File: src/rtl/pid_sample_scheduler.sv
// Fixed-rate sequencer for the PID loop: paces pid_start from an external cycle timer,
// hands each result to the UART and counts missed sample periods.
module pid_sample_scheduler #(
    parameter int unsigned CNT_W    = 64,
    parameter int unsigned PERIOD_W = 32,
    parameter int unsigned OVR_W    = 16
) (
    input  logic                clk_i,
    input  logic                reset_i,
    input  logic                enable_i,
    input  logic [PERIOD_W-1:0] period_cycles_i,
    input  logic                tx_en_i,
    input  logic [CNT_W-1:0]    timer_count_i,
    input  logic                timer_overflow_i,
    output logic                timer_reset_o,
    output logic                pid_start_o,
    input  logic                pid_done_i,
    output logic                tx_start_o,
    input  logic                tx_done_i,
    input  logic                clear_overrun_i,
    output logic                busy_o,
    output logic                overrun_o,
    output logic [OVR_W-1:0]    overrun_count_o,
    output logic [PERIOD_W-1:0] sample_count_o
);

    typedef enum logic [1:0] {StIdle, StWait, StPidBusy, StTxBusy} state_e;

    state_e              state_q, state_d;
    logic [PERIOD_W-1:0] period_q, period_d;
    logic [PERIOD_W-1:0] period_clamped;
    logic [PERIOD_W-1:0] period_m2;
    logic [CNT_W-1:0]    due_thresh;
    logic                due;
    logic                overrun_hit;
    logic                timer_reset_q, timer_reset_d;
    logic                pid_start_q, pid_start_d;
    logic                tx_start_q, tx_start_d;
    logic                busy_q, busy_d;
    logic                overrun_q, overrun_d;
    logic [OVR_W-1:0]    overrun_count_q, overrun_count_d;
    logic [PERIOD_W-1:0] sample_count_q, sample_count_d;

    assign period_clamped = (period_cycles_i < PERIOD_W'(2)) ? PERIOD_W'(2) : period_cycles_i;
    assign period_m2      = period_q - PERIOD_W'(2);
    assign due_thresh     = CNT_W'(period_m2);

    // Decide one cycle early (count >= P-2) so the registered pulses land on the cycle the
    // timer reads P-1. The count is stale while our own timer_reset is still on the wire.
    assign due = !timer_reset_q && ((timer_count_i >= due_thresh) || timer_overflow_i);

    always_comb begin
        state_d         = state_q;
        period_d        = period_q;
        timer_reset_d   = 1'b0;
        pid_start_d     = 1'b0;
        tx_start_d      = 1'b0;
        overrun_d       = overrun_q;
        overrun_count_d = overrun_count_q;
        sample_count_d  = sample_count_q;
        overrun_hit     = 1'b0;

        if (!enable_i) begin
            state_d = StIdle;
        end else begin
            unique case (state_q)
                StIdle: begin
                    timer_reset_d = 1'b1;
                    period_d      = period_clamped;
                    state_d       = StWait;
                end
                StWait: begin
                    if (due) begin
                        timer_reset_d  = 1'b1;
                        pid_start_d    = 1'b1;
                        sample_count_d = sample_count_q + 1'b1;
                        period_d       = period_clamped;
                        state_d        = StPidBusy;
                    end
                end
                StPidBusy: begin
                    if (pid_done_i) begin
                        tx_start_d = tx_en_i;
                        state_d    = tx_en_i ? StTxBusy : StWait;
                    end
                    overrun_hit = due;
                end
                StTxBusy: begin
                    if (tx_done_i) begin
                        state_d = StWait;
                    end
                    overrun_hit = due;
                end
                default: state_d = StIdle;
            endcase
        end

        // Missed period: restart the timer and drop this sample.
        if (overrun_hit) begin
            timer_reset_d = 1'b1;
            period_d      = period_clamped;
            overrun_d     = 1'b1;
            if (overrun_count_q != {OVR_W{1'b1}}) begin
                overrun_count_d = overrun_count_q + 1'b1;
            end
        end

        if (clear_overrun_i) begin
            overrun_d       = 1'b0;
            overrun_count_d = '0;
        end

        busy_d = (state_d == StPidBusy) || (state_d == StTxBusy);
    end

    always_ff @(posedge clk_i) begin
        if (reset_i) begin
            state_q         <= StIdle;
            period_q        <= PERIOD_W'(2);
            timer_reset_q   <= 1'b0;
            pid_start_q     <= 1'b0;
            tx_start_q      <= 1'b0;
            busy_q          <= 1'b0;
            overrun_q       <= 1'b0;
            overrun_count_q <= '0;
            sample_count_q  <= '0;
        end else begin
            state_q         <= state_d;
            period_q        <= period_d;
            timer_reset_q   <= timer_reset_d;
            pid_start_q     <= pid_start_d;
            tx_start_q      <= tx_start_d;
            busy_q          <= busy_d;
            overrun_q       <= overrun_d;
            overrun_count_q <= overrun_count_d;
            sample_count_q  <= sample_count_d;
        end
    end

    assign timer_reset_o   = timer_reset_q;
    assign pid_start_o     = pid_start_q;
    assign tx_start_o      = tx_start_q;
    assign busy_o          = busy_q;
    assign overrun_o       = overrun_q;
    assign overrun_count_o = overrun_count_q;
    assign sample_count_o  = sample_count_q;

endmodule

File: config.mk
export PLATFORM = sky130hd
export DESIGN_NAME = pid_sample_scheduler
export DESIGN_NICKNAME = d
export VERILOG_FILES = /design/src/rtl/pid_sample_scheduler.sv
export SDC_FILE = /design/constraint.sdc
export NUM_CORES = 1
export LEC_CHECK = 0
export CAP_MARGIN = 20
export CORE_AREA = 2 2 104 106
export DETAILED_ROUTE_END_ITERATION = 10
export DIE_AREA = 0 0 106 108
export PLACE_DENSITY = 0.92
export SETUP_SLACK_MARGIN = 0.02
export SLEW_MARGIN = 20
export SYNTH_ARGS = -nofsm -noshare
export SYNTH_HDL_FRONTEND = slang
export SYNTH_SLANG_ARGS = --single-unit
File: constraint.sdc
create_clock -name clk_i -period 6 [get_ports clk_i]
set_input_delay 1.2 -clock clk_i [delete_from_list [all_inputs] [get_ports clk_i]]
set_output_delay 1.2 -clock clk_i [all_outputs]
set_load 0.01 [all_outputs]
* After elaboration in Yosys (flattened, before gate mapping)
Index checks and enable logic that the tools add are counted.
** Storage, ports and cells
- Register bits :: 87
- Output and inout port bits :: 53
- Input bits :: 104
- Logic and storage cells :: 56
** Operators by class
- Add/sub/neg operators :: 3
- Bitwise gates (word level) :: 4
- Order comparisons :: 2
- Equal/unequal tests :: 7
- Reduce and logical (&&, ||, !) cells :: 14
- Mux-type cells :: 17
** Operators with widths (number)
- $mux W32 :: 4
- $ge A64 B32 Y1 :: 1
- $pmux W32 S2 :: 1
- $add A32 B1 Y32 const B :: 1
- $lt A32 B2 Y1 const B :: 1
- $sub A32 B2 Y32 const B :: 1
- $add A16 B1 Y16 const B :: 1
- $ne A16 B16 Y1 const B :: 1
- $mux W2 :: 5
- $eq A2 B2 Y1 const B :: 4
- $pmux W2 S4 :: 1
- $reduce_and A3 Y1 :: 2
- $mux W1 :: 5
- $not A1 Y1 :: 4
- $reduce_or A2 Y1 :: 2
- $reduce_or A4 Y1 :: 1
- $ne A3 B3 Y1 const B :: 1
- $reduce_bool A3 Y1 :: 1
- $reduce_or A3 Y1 :: 1
- $eq A2 B1 Y1 const B :: 1
- $logic_not A2 Y1 :: 1
- $logic_or A1 B1 Y1 :: 2
- $pmux W1 S2 :: 1
- $reduce_and A2 Y1 :: 1
- 3 further kinds :: 3

* Longest topological paths before layout
Gate-level depths: netlist of the first run.
- Depth after elaboration :: 9
- Mapped depth :: 18

* Worst setup path after synthesis of the first run
No wires, ideal clock.
- Path kind :: reg-to-reg
- Start :: register period_q[3]
- End :: register sample_count_q[31], in the netlist sample_count_o[31]
- Stages on the path, launching flop included :: 16
- Data required time :: 5.877 ns
- Buffers on the path :: 1
- Data arrival time :: 3.987 ns
- Slack :: 1.890 ns
- Cell sequence :: dfxtp_1 -> or3_1 -> or4_1 -> nand2b_1 -> nor2_1 -> nand3_1 -> nor4_1 -> xnor2_1 -> ha_1 -> and4_1 -> nand2_1 -> o2111ai_1 -> o21ai_1 -> buf_2 -> nor4_1 -> mux2_1
** Between the ends
- Longest elaborated chain between the ends :: 5
** Ends and longest elaborated chain
- start, declared :: line 30 : logic [PERIOD_W-1:0] period_q, period_d;
- start signal, assigned :: line 129 : period_q <= period_d;
- $sub A32 B2 Y32 :: line 45 : assign period_m2 = period_q - PERIOD_W'(2);
- $ge A64 B32 Y1 :: line 50 : assign due = !timer_reset_q && ((timer_count_i >= due_thresh) || timer_overflow_i);
- $logic_or A1 B1 Y1 :: line 50
- $logic_and A1 B1 Y1 :: line 50
- $reduce_and A3 Y1 (no source line)
- end signal, assigned :: line 136 : sample_count_q <= sample_count_d;
- end, declared :: line 42 : logic [PERIOD_W-1:0] sample_count_q, sample_count_d;
Every way passes these cells.
A chain may end at the register's enable or synchronous reset.

* Worst setup path in the final report of the first run
- Start :: register period_q[3]
- End :: register period_q[7]
** Between the ends
- Longest elaborated chain between the ends :: 8
- Elaborated cells between the ends (all ways) :: 11
- Classes of those cells :: add/sub: 1; order compare: 1; eq/ne: 1; mux: 3; reduce/logical: 5
** Ends and longest elaborated chain
- $sub A32 B2 Y32 * :: line 45
- $ge A64 B32 Y1 * :: line 50
- $logic_or A1 B1 Y1 * :: line 50
- $logic_and A1 B1 Y1 * :: line 50
- $mux W1 :: line 66 : unique case (state_q)
- $mux W1 :: line 63 : if (!enable_i) begin
- $ne A3 B3 Y1 (no source line) (tied with other cells)
- $reduce_and A3 Y1 (no source line)
Every way passes the cells marked *; elsewhere a longest branch is shown, timed or not.

==> results of run 1 <==
## flip-flops by register name (all words and copies together) (netlist names)
| register | cells |
|---|---|
| period_q | 32 |
| busy_o | 1 |
| timer_reset_o | 1 |
| tx_start_o | 1 |
| overrun_count_o | 16 |
| sample_count_o | 32 |
| pid_start_o | 1 |
| overrun_o | 1 |
| state_q | 2 |
## routing by layer
layer	track usage, %	up-vias	routed length (um)
met5	0	-	0
met4	13.3	0	586
met3	7.53	37	1540
met2	47.3	279	7440
met1	33.1	2584	6610
li1	-	2604	-
## critical path, cell delays in order, from the launching register on
cell,delay [ns]
dfxtp_1,0.37
or3_1,0.42
or4_1,0.51
nand2b_1,0.24
nor2_1,0.33
nand3_1,0.16
nor4_1,0.28
xnor2_1,0.17
ha_1,0.26
and4_1,0.19
nand2_1,0.17
o2111ai_1,0.20
buf_4,0.21
o21ai_1,0.64
and3b_1,0.28
buf_4,0.30
a22o_1,0.21
## where the power goes
group / internal (mW) / switching, mW / total (mW)
Combinational: 0.124 / 0.108 / 0.232
Clock: 0.163 / 0.224 / 0.387
Sequential: 0.592 / 0.0195 / 0.612
## layout make-up
cell class / count / share of cell area, %
inverters: 12 / 0.639
flip-flops and latches: 87 / 24.7
multi-input cells: 488 / 47.1
well taps: 136 / 2.41
clock buffers: 10 / 1.95
clock inverters: 6 / 0.639
repair buffers: 161 / 22.6
## cell usage in the layout, fill, tap and decap left out, types with 11 or more instances in the layout
cell / synthesis / final
a21oi_1: 50 / 50
a22o_1: 26 / 26
clkdlybuf4s50_1: 0 / 155
dfxtp_1: 87 / 87
ha_1: 35 / 35
inv_1: 12 / 12
nand2_1: 45 / 45
nand2b_1: 15 / 15
nand3_1: 20 / 20
nand4_1: 20 / 20
nor2_1: 45 / 45
nor2b_1: 11 / 11
nor3_1: 19 / 19
nor4_1: 23 / 23
o21ai_0: 17 / 17
or3_1: 18 / 18
or4_1: 11 / 11
xnor2_1: 22 / 22
## worst min-delay path by stage
stage,slack (ns),start,cells after the start,endpoint
final,0.50,overrun_o$_SDFFE_PP0P_,1,overrun_o$_SDFFE_PP0P_
after global routing,0.53,overrun_o$_SDFFE_PP0P_,1,overrun_o$_SDFFE_PP0P_
after CTS,0.49,overrun_o$_SDFFE_PP0P_,1,overrun_o$_SDFFE_PP0P_
after detailed placement,0.46,overrun_o$_SDFFE_PP0P_,1,overrun_o$_SDFFE_PP0P_
after global placement,0.47,period_q[0]$_SDFFE_PP0P_,1,period_q[0]$_SDFFE_PP0P_
after floorplan,0.45,period_q[0]$_SDFFE_PP0P_,1,period_q[0]$_SDFFE_PP0P_
## cell families after synthesis
kind of cell    share of synthesized area [%]
simple gates                             28.6
compound gates                           18.2
flops                                    33.4
buf+inv                                  3.10
fa+ha+maj                                8.41
xor+xnor                                 5.21
mux                                      3.05
## stage by stage
stage                     cell area (sq um)  worst slack [ns]  util [%]  hold slack (ns)
final                                  7050             0.987      68.9            0.496
after CTS                              7040             0.650      68.8            0.492
after detailed placement               6860             0.699      67.0            0.459
after floorplan                        5210              1.89         -            0.454
after global placement                 6860             0.908      67.0            0.473
after global routing                   7050             0.670      68.9            0.528
==> reports/qor.csv, run 1 <==
stage,metric,value,unit
pwr,Max VDD drop,0.118,mV
detailed_routing,Via-to-Cell Ratio,6.12,
detailed_routing,initial DRC count,317,
worst_setup_path,R2R Path End,period_q[7]$_SDFFE_PP0P_,
sta,Slew headroom,42.9,%
sta,RSZ-0062 raised after global routing,no,
worst_setup_path,WP data arrival,5.32,ns
worst_setup_path,end point of the critical path,period_q[7]$_SDFFE_PP0P_,
synthesis,post-synth top area cell,dfxtp_1,
pwr,Leak,2.44,nW
global_route,antenna violations before repair,0,
place,gpl congestion,0.944,
detailed_routing,routed wire length,16200,um
floorplan,row cnt,37,
clocking,cts bufs inserted,9,
worst_setup_path,R2R Path Start,period_q[3]$_SDFFE_PP0P_,
floorplan,die area,11400,sq um
pwr,Tot Pwr,1.23,mW
clocking,CTS tree,built,
synthesis,largest cells by area after synthesis,"dfxtp_1 33%, ha_1 8.4%, a21oi_1 4.8%, a22o_1 4.4%, xnor2_1 3.7%",
finish,diode count,0,
finish,register area,1740,sq um
place,Inst Count DP,884,
finish,nets,898,
clocking,"Reg clk slew, reported paths",0.09,ns
synthesis,sequential-to-total area share from yosys stat,33.4,%
global_route,total global-route track usage,28.0,%
sta,crit path time final,5.01,ns
clocking,postcts setup bufs,0,
detailed_routing,post-route ant nets,0,
clocking,Max clock buf depth,2,
synthesis,Synth Warn #,0,
synthesis,ys async rst share,0,%
worst_setup_path,CP required,6.30,ns
worst_setup_path,Worst Setup SP,period_q[3]$_SDFFE_PP0P_,
floorplan,Die Width,106,um
detailed_routing,Vias,5504,
synthesis,average size of a mapped cell,8.47,sq um
worst_setup_path,worst r2r path cells,16,
clocking,Root Driver,clkbuf_8,
detailed_routing,Initial DRT Pass Iterations,5,
synthesis,#FFs+latches synth,87,
synthesis,area share of the largest cell type after synthesis,33.4,%
finish,proportion of layout cells with a drive suffix above 1,4.71,%
sta,worst-margin pin slew,0.855,ns
floorplan,Initial Util,50.9,%
synthesis,Post-synth top cells,"87 x dfxtp_1, 50 x a21oi_1, 45 x nand2_1, 45 x nor2_1, 35 x ha_1",
clocking,Sink Count,87,
clocking,H-Tree Level Count,3,
sta,"Hold Vio Cnt, Final",0,
synthesis,post-synth cell types,57,
synthesis,Mapped Nets,754,
floorplan,area of the core,10200,sq um
sta,Final Max Slew Viols,0,
flow_run,Max Cap Viol,0,
floorplan,Die Y,108,um
synthesis,Post-synth EDFFs,0,
sta,fin crit share,83.5,%
finish,Multi-input gate area,3320,sq um
synthesis,Synth Flop Type,dfxtp_1,
min_path,Hold Crit Class,reg -> reg,
sta,final setup fails,0,
worst_setup_path,launching element type of the critical path,register,
worst_setup_path,flop2flop setup slack,0.99,ns
worst_setup_path,Worst Path Max Fanout,26,
sta,Setup Skew,0.0158,ns
finish,fin cells,900,
floorplan,Ports,157,
worst_setup_path,WS Path Type,reg -> reg,
clocking,worst-skew pair later-pin latency,0.37,ns
clocking,hold_buf cts,0,
synthesis,Syn Inst Count,615,
clocking,# resized after CTS,0,
sta,setup TNS,0,ns
global_route,first-pass GRT wire length,25700,um
synthesis,post-synthesis cell area,5210,sq um
detailed_routing,drc violations,0,
sta,fmax,199,MHz
finish,fillers,813,
synthesis,top-count cell post-synth,dfxtp_1,
place,port bufs,156,
global_route,largest net degree at the start of global routing,57,
global_route,vias in the first global route,5331,
pwr,Power Density,174,nW/um^2
detailed_routing,routed len/inst,18.0,um
finish,"Area growth, synth to finish",35.4,%
status,status,finished clean,
global_route,global route overflow,0,
place,HPWL after DPL,12200,um
worst_setup_path,Crit. End Element,register,
Note: power is estimated with default switching activity, not from simulation.
==> run 2: changes to the inputs <==
- CORE_AREA: 2 2 104 106 -> 2 2 108 110
- DIE_AREA: 0 0 106 108 -> 0 0 110 112
- PLACE_DENSITY: 0.92 -> 0.87
- clock period: 6 -> 5.15 ns (I/O delays scaled with it)
==> run 2 against run 1 <==
Critical path depth decreased by 2. Sequential share of layout area fell by 0.55 points. Clock skew fell by 0.0057 ns. Sequential power grew 17%. First-iteration DRC count shrank 14%. Worst hold slack worse by 0.023 ns. Wire length down 2.1%. Power grew 38%. Via count is 2.3% lower. Clock-buffer cell count grew 2. Critical path type unchanged. Critical endpoint is now sample_count_o[31]$_SDFFE_PP0P_. Highest routed layer unchanged.
==> reports/qor.csv, run 2 (synthesis gave the netlist of run 1 again) <==
stage,metric,value,unit
worst_setup_path,R2R Path Start,period_q[3]$_SDFFE_PP0P_,
worst_setup_path,R2R Path End,sample_count_o[31]$_SDFFE_PP0P_,
sta,worst-margin pin slew,0.947,ns
worst_setup_path,CP required,5.37,ns
clocking,hold_buf cts,0,
place,gpl congestion,0.880,
floorplan,die area,12300,sq um
floorplan,Die Y,112,um
pwr,Tot Pwr,1.70,mW
detailed_routing,Initial DRT Pass Iterations,8,
sta,fmax,208,MHz
finish,"commonest non-fill, non-tap cell in the layout",clkdlybuf4s50_1,
clocking,worst-skew pair later-pin latency,0.34,ns
finish,nets,900,
worst_setup_path,launching element type of the critical path,register,
sta,Final Max Slew Viols,0,
detailed_routing,Vias,5378,
worst_setup_path,Crit. End Element,register,
clocking,H-Tree Level Count,3,
detailed_routing,Via-to-Cell Ratio,5.92,
min_path,Hold Crit Class,reg -> reg,
finish,"Area growth, synth to finish",38.5,%
floorplan,area of the core,11200,sq um
min_path,hold_sp,overrun_o$_SDFFE_PP0P_,
worst_setup_path,WS Path Type,reg -> reg,
global_route,total global-route track usage,25.6,%
clocking,"Reg clk slew, reported paths",0.06,ns
pwr,Leak,2.53,nW
clocking,Root Driver,clkbuf_16,
place,port bufs,156,
global_route,largest net degree at the start of global routing,57,
worst_setup_path,worst r2r path cells,14,
sta,final setup fails,0,
place,HPWL after DPL,12000,um
floorplan,row cnt,39,
status,status,finished clean,
sta,setup TNS,0,ns
sta,fin crit share,93.3,%
flow_run,Max Cap Viol,0,
clocking,Sink Count,87,
min_path,Hold EP,overrun_o$_SDFFE_PP0P_,
clocking,CTS tree,built,
min_path,Hold Path Cell Cnt,1,
worst_setup_path,WP data arrival,5.03,ns
finish,diode count,0,
global_route,first-pass GRT wire length,25000,um
floorplan,Ports,157,
detailed_routing,post-route ant nets,0,
global_route,global route overflow,0,
global_route,antenna violations before repair,0,
pwr,Power Density,236,nW/um^2
finish,fillers,948,
detailed_routing,initial DRC count,274,
detailed_routing,routed len/inst,17.4,um
sta,crit path time final,4.80,ns
clocking,Max clock buf depth,2,
clocking,cts bufs inserted,9,
floorplan,Initial Util,46.6,%
worst_setup_path,Worst Path Max Fanout,19,
sta,RSZ-0062 raised after global routing,no,
finish,proportion of layout cells with a drive suffix above 1,4.83,%
detailed_routing,routed wire length,15800,um
finish,"commonest cells after routing, fill and taps aside","155 x clkdlybuf4s50_1, 87 x dfxtp_1, 50 x a21oi_1, 45 x nor2_1, 45 x nand2_1",
sta,"Hold Vio Cnt, Final",0,
pwr,Max VDD drop,0.143,mV
sta,Setup Skew,0.0100,ns
global_route,vias in the first global route,5366,
sta,Slew headroom,36.7,%
clocking,postcts setup bufs,0,
worst_setup_path,flop2flop setup slack,0.35,ns
detailed_routing,drc violations,0,
floorplan,Die Width,110,um
clocking,# resized after CTS,0,
==> run 2: layer usage <==
metal  vias up  global-route usage [%]  part of all wire, %
met3        31                    5.91                  9.1
li1       2614                       -                    -
met1      2506                    29.3                   39
met2       227                    45.3                   49
met4         0                    9.79                  2.4
met5         -                       0                    0
==> run 2: worst max-delay path by stage <==
stage                             start                               to  slack [ns]  cells after the start
2_1_floorplan  period_q[3]$_SDFFE_PP0P_  sample_count_o[31]$_SDFFE_PP0P_        1.04                     15
3_3_place_gp   period_q[3]$_SDFFE_PP0P_  sample_count_o[31]$_SDFFE_PP0P_        0.63                     14
3_5_place_dp   period_q[3]$_SDFFE_PP0P_  sample_count_o[31]$_SDFFE_PP0P_        0.43                     14
4_1_cts        period_q[3]$_SDFFE_PP0P_  sample_count_o[31]$_SDFFE_PP0P_        0.39                     14
5_1_grt        period_q[3]$_SDFFE_PP0P_        period_q[31]$_SDFFE_PP0P_        0.03                     15
6_report       period_q[3]$_SDFFE_PP0P_  sample_count_o[31]$_SDFFE_PP0P_        0.35                     14
==> run 2: area by class of cell <==
cell class	instances	area, sq um	share of cell area (%)
Tap cell	143	179	2.48
Sequential cell	87	1740	24.1
Inverter	12	45.0	0.624
Clock inverter	4	77.6	1.08
Multi-Input combinational cell	488	3310	45.8
Timing Repair Buffer	163	1610	22.3
Clock buffer	12	256	3.56
==> run 2: stage by stage <==
step / area [sq um] / hold WS (ns) / utilization [%] / cells / worst slack, ns
6_report: 7210 / 0.473 / 64.6 / 909 / 0.345
5_1_grt: 7210 / 0.509 / 64.6 / 909 / 0.0347
4_1_cts: 7210 / 0.477 / 64.6 / 909 / 0.391
3_5_place_dp: 6880 / 0.459 / 61.6 / 893 / 0.434
3_3_place_gp: 6880 / 0.469 / 61.6 / 893 / 0.625
2_1_floorplan: 5210 / 0.454 / - / 615 / 1.04
==> run 2: where the power goes <==
part / internal, mW / switching (mW)
clock: 0.453 / 0.270
sequential: 0.691 / 0.0226
combinational: 0.145 / 0.122
==> run 2: critical path, stage by stage (launching register included) <==
cell and delay, ns:
dfxtp_1 0.35, or3_1 0.43, nor3b_1 0.49, nand2_1 0.21, nor3_1 0.23, xnor2_1 0.11
ha_1 0.30, nand2_1 0.10, nor4_2 0.39, or4b_1 0.56, a311oi_4 0.45, o21ai_1 0.14
buf_4 0.23, nor4_1 0.33, mux2_1 0.36
